## src/rtl/step_sequencer.sv

```systemverilog
// step_sequencer: multi-step timed enable sequencer wrapped around a one-shot
// delay counter. Each completed delay sets one enable bit, then the counter is
// restarted for the next step. Abort and an optional WAIT watchdog are included.
module step_sequencer #(
  parameter int NUM_STEPS  = 4,
  parameter int IDX_W      = 4,
  parameter int WAIT_LIMIT = 0,
  parameter int TO_W       = 16
) (
  input  logic                 clk,
  input  logic                 rst_n,
  input  logic                 start,
  input  logic                 abort,
  input  logic                 timer_done,
  input  logic                 timer_running,
  output logic                 timer_restart,
  output logic [IDX_W-1:0]     step_idx,
  output logic                 step_strobe,
  output logic [NUM_STEPS-1:0] en_mask,
  output logic                 busy,
  output logic                 done,
  output logic                 error
);

  typedef enum logic [2:0] {
    S_IDLE = 3'd0,
    S_ARM  = 3'd1,
    S_WAIT = 3'd2,
    S_DONE = 3'd3,
    S_ERR  = 3'd4
  } state_t;

  localparam logic [IDX_W-1:0]     LAST_IDX = IDX_W'(NUM_STEPS - 1);
  localparam logic [TO_W-1:0]      WD_LIMIT = TO_W'(WAIT_LIMIT);
  localparam logic [NUM_STEPS-1:0] MASK_ONE = NUM_STEPS'(1);
  localparam bit                   WD_EN    = (WAIT_LIMIT != 0);

  state_t               r_state;
  logic                 r_done_q;
  logic [IDX_W-1:0]     r_step_idx;
  logic [NUM_STEPS-1:0] r_en_mask;
  logic                 r_step_strobe;
  logic [TO_W-1:0]      r_wd;
  logic                 r_timer_restart;
  logic                 r_busy;
  logic                 r_done;
  logic                 r_error;

  state_t               w_state_next;
  logic [IDX_W-1:0]     w_idx_next;
  logic [NUM_STEPS-1:0] w_mask_next;
  logic                 w_strobe_next;
  logic [TO_W-1:0]      w_wd_next;
  logic [TO_W-1:0]      w_wd_inc;
  logic [NUM_STEPS-1:0] w_step_bit;
  logic                 w_edge;
  logic                 w_unused;

  // timer_running is status only; it never steers the sequence.
  assign w_unused   = timer_running;
  assign w_edge     = timer_done & ~r_done_q;
  assign w_wd_inc   = r_wd + TO_W'(1);
  assign w_step_bit = MASK_ONE << r_step_idx;

  // Next-state and next-output decode; abort overrides everything.
  always_comb begin
    w_state_next  = r_state;
    w_idx_next    = r_step_idx;
    w_mask_next   = r_en_mask;
    w_strobe_next = 1'b0;
    w_wd_next     = r_wd;
    if (abort) begin
      w_state_next = S_IDLE;
      w_idx_next   = '0;
      w_mask_next  = '0;
      w_wd_next    = '0;
    end else begin
      case (r_state)
        S_IDLE: begin
          w_idx_next  = '0;
          w_mask_next = '0;
          if (start) begin
            w_state_next = S_ARM;
          end else begin
            w_state_next = S_IDLE;
          end
        end
        S_ARM: begin
          // Restart is being issued this cycle; any done edge here is stale.
          w_wd_next    = '0;
          w_state_next = S_WAIT;
        end
        S_WAIT: begin
          if (w_edge) begin
            // A completion edge wins over a simultaneous watchdog expiry.
            w_mask_next   = r_en_mask | w_step_bit;
            w_strobe_next = 1'b1;
            if (r_step_idx == LAST_IDX) begin
              w_state_next = S_DONE;
            end else begin
              w_idx_next   = r_step_idx + IDX_W'(1);
              w_state_next = S_ARM;
            end
          end else begin
            w_wd_next = w_wd_inc;
            if (WD_EN && (w_wd_inc == WD_LIMIT)) begin
              w_state_next = S_ERR;
              w_mask_next  = '0;
            end else begin
              w_state_next = S_WAIT;
            end
          end
        end
        S_DONE: begin
          if (start) begin
            w_state_next = S_ARM;
            w_idx_next   = '0;
            w_mask_next  = '0;
          end else begin
            w_state_next = S_DONE;
          end
        end
        S_ERR: begin
          // Only abort leaves ERR; enables stay dropped.
          w_mask_next  = '0;
          w_state_next = S_ERR;
        end
        default: begin
          w_state_next = S_IDLE;
          w_idx_next   = '0;
          w_mask_next  = '0;
          w_wd_next    = '0;
        end
      endcase
    end
  end

  // State, edge-detect history and registered outputs derived from next state.
  always_ff @(posedge clk or negedge rst_n) begin
    if (!rst_n) begin
      r_state         <= S_IDLE;
      r_done_q        <= 1'b0;
      r_step_idx      <= '0;
      r_en_mask       <= '0;
      r_step_strobe   <= 1'b0;
      r_wd            <= '0;
      r_timer_restart <= 1'b0;
      r_busy          <= 1'b0;
      r_done          <= 1'b0;
      r_error         <= 1'b0;
    end else begin
      r_state         <= w_state_next;
      r_done_q        <= timer_done;
      r_step_idx      <= w_idx_next;
      r_en_mask       <= w_mask_next;
      r_step_strobe   <= w_strobe_next;
      r_wd            <= w_wd_next;
      r_timer_restart <= (w_state_next == S_ARM);
      r_busy          <= (w_state_next == S_ARM) || (w_state_next == S_WAIT);
      r_done          <= (w_state_next == S_DONE);
      r_error         <= (w_state_next == S_ERR);
    end
  end

  assign timer_restart = r_timer_restart;
  assign step_idx      = r_step_idx;
  assign step_strobe   = r_step_strobe;
  assign en_mask       = r_en_mask;
  assign busy          = r_busy;
  assign done          = r_done;
  assign error         = r_error;

endmodule

```

## config.mk

```make
export PLATFORM = sky130hd
export DESIGN_NAME = step_sequencer
export DESIGN_NICKNAME = d
export VERILOG_FILES = /design/src/rtl/step_sequencer.sv
export SDC_FILE = /design/constraint.sdc
export NUM_CORES = 1
export LEC_CHECK = 0
export BUFFER_PORTS_ARGS = -buffer_cell sky130_fd_sc_hd__buf_4
export CAP_MARGIN = 30
export CELL_PAD_IN_SITES_DETAIL_PLACEMENT = 0
export CELL_PAD_IN_SITES_GLOBAL_PLACEMENT = 1
export CORE_UTILIZATION = 39
export CTS_CLUSTER_DIAMETER = 40
export DETAILED_ROUTE_END_ITERATION = 8
export GPL_ROUTABILITY_DRIVEN = 0
export PLACE_DENSITY_LB_ADDON = 0.1
export SYNTH_ARGS = -nofsm -noshare
export SYNTH_HDL_FRONTEND = slang
export SYNTH_SLANG_ARGS = --single-unit
```

## constraint.sdc

```tcl
create_clock -name clk -period 2 [get_ports clk]
set_input_delay 0.6 -clock clk [delete_from_list [all_inputs] [get_ports clk]]
set_output_delay 0.6 -clock clk [all_outputs]
set_load 0.005 [all_outputs]
```

==> out/results.ini <==
[cts]
path_clk_slew_ns=0.10
root_buffer=clkbuf_4
htreeDepth=1
cts-resized-gates=0
cts_tree=yes
cts_buffer_depth=2
cts_sinks=17
clk_latency_ns=0.29
numCtsBuffers=3
cts_setup_buffers=0
ctsHoldBuffers=0

[logic_synthesis]
ys_ff_latch=17
async_flop_share=1.000
avgSynthCellArea_um2=10.95
yosysTopAreaCellShare=0.5321
synthTopCellsByCount=dfrtp_1, nor2_1, nand2_1
synth_edf_count=0
synth_warnings=0
synth.distinct_cells=30
synth_area_leaders=dfrtp_1, a32o_2, nor2_1
yosysMostFrequentCell=dfrtp_1
synth_nets=80
synth_largest_area_cell=dfrtp_1
synthCells=73
yosysSeqAreaShare=0.5321
syn_area_um2=799.5
synth_ff_type=dfrtp_1

[worst_setup_path]
critPathLaunchType=flip-flop
cp_max_fo=7
worstPathArrival_ns=1.98
crit_type=reg -> reg
worstSetupEndpointType=flip-flop
regToRegSetupSlack_ns=0.27
worstPathRequired_ns=2.24

[timing]
hold_violations=0
setup_viol=0
layout_setup_ws_ns=0.2662
rsz0062_at_grt=false
slew_viol_final=0
final.period_utilization=0.8669
period_needed_ns=1.734
clock_skew_ns=0.007810
worst_slew_pin_slew_ns=0.4379
fmax_mhz=576.8
finalSetupTns_ns=0
max-slew-margin-rel=0.7074

[routing]
routed_wl_um=1563
drt-pass1-iter-count=4
wl_per_cell_um=13.03
drt_iter0_drc=10
via_count=613
drc=0
avgViaCountPerCell=5.108
detail-route-antenna-nets=0

[grt]
track_usage=0.1698
gr-total-overflow=0
grt_pass1_vias=558
grt_max_degree=18
grt_pass1_wl_um=2566
antenna_found_initial=0

[outcome]
status=finished clean

[power]
total_power_uw=615.7
seqPwrFrac=0.596
pwr-share-comb=0.106
p_leak_uw=0.0004693
peakVddDrop_mv=0.3695
p_clk_frac=0.298
switchingPower_uw=159.1
p_per_area_mw_per_mm2=624.5
p_int_uw=456.7
swShare=0.2583

[floorplanning]
fp.dieH_um=47.28
initial_core_util=0.4117
num_rows=16
die_w_um=47.28
boundaryPins=19
die_area_mm2=0.002235
core_mm2=0.001942

[finish]
antennaDiodeCount=0
fin_nets=101
fill_cells=196
layout-drive-gt1-share=0.3441
area_growth_pct=23.32

[place]
dp_hpwl_um=1121
portBuffers=17
place_ws_ns=0.2316

[hold_path]
hp-class=in -> async

[job]
drv_cap=0

-- worst max-delay path: stages (launching register included) --
cell and delay, ns:
dfrtp_1 0.49, ha_1 0.24, nor3b_1 0.27, o21ai_0 0.16, a21boi_0 0.34, and2b_2 0.19
-- logic make-up after synthesis --
family | count (synthesis) | synth area share
AOI/OAI and AO/OA | 20 | 0.1862
xor gates and xnor gates | 1 | 0.01096
adders and majority gates | 1 | 0.01565
buffers and inverters | 6 | 0.03129
DFF | 17 | 0.5321
and+or+nand+nor | 28 | 0.2238
-- state kept, by name, summed over array words and instances, names as in the netlist --
name	flops
en_mask	4
step_idx	4
r_state	3
busy	1
done	1
error	1
r_done_q	1
step_strobe	1
timer_restart	1
-- worst paths after layout --
kind	start	to	depth (start not counted)
worst max register to register	step_idx[1]	r_state[1]	5
max in group asynchronous	rst_n	step_idx[0]	1
worst min register to register	en_mask[2]	en_mask[2]	1
worst min-delay path	rst_n	busy	1
min in group clk	timer_done	r_done_q	1
worst max-delay path	step_idx[1]	r_state[1]	5
-- power groups by stage --
| stage | registers, µW | clock network (µW) | logic [µW] |
|---|---|---|---|
| global placement | 374 | 0 | 65.5 |
| CTS | 367 | 196 | 65.9 |
| global route | 370 | 209 | 74.1 |
| detailed placement | 374 | 0 | 66.0 |
| floorplan | 366 | 0 | 42.3 |
| finish | 367 | 183 | 65.0 |
-- per-stage QoR --
| stage | hold slack (ns) | util | area, µm² | cells |
|---|---|---|---|---|
| 5_1_grt | 0.1480 | 0.5077 | 985.9 | 120 |
| 2_1_floorplan | 0.3044 | - | 799.5 | 73 |
| 4_1_cts | 0.1432 | 0.5077 | 985.9 | 120 |
| 3_3_place_gp | 0.4731 | 0.4936 | 958.4 | 116 |
| 3_5_place_dp | 0.4785 | 0.4936 | 958.4 | 116 |
| 6_report | 0.1504 | 0.5077 | 985.9 | 120 |
-- placed cells by master, fill, tap and decap left out, types with 2 or more instances in the layout --
cell / count
nor2_1: 6
o21ai_0: 4
dfrtp_1: 17
nor2b_1: 2
nor4b_1: 2
inv_1: 4
nand3_1: 2
clkbuf_4: 3
a32o_2: 4
nor3b_1: 2
nor3_1: 2
nand2_1: 5
a21oi_1: 4
buf_4: 18
-- final cells by class --
class                   instances  area (µm²)  area share
clock buffers                   3       22.52     0.02284
well taps                      27       33.78     0.03426
multi-input cells              50       349.1      0.3541
inverters                       4       15.01     0.01523
flip-flops and latches         17       425.4      0.4315
repair buffers                 18       135.1      0.1371
clock inverters                 1       5.005    0.005076
-- per-layer routing --
| metal | track usage | wire [µm] | vias to the layer above |
|---|---|---|---|
| met1 | 0.2452 | 775 | 293 |
| li1 | - | - | 307 |
| met4 | 0.08571 | 14 | 0 |
| met5 | 0 | 0 | - |
| met2 | 0.2466 | 718 | 11 |
| met3 | 0.02308 | 53 | 2 |
(Power assumes the default switching activity.)
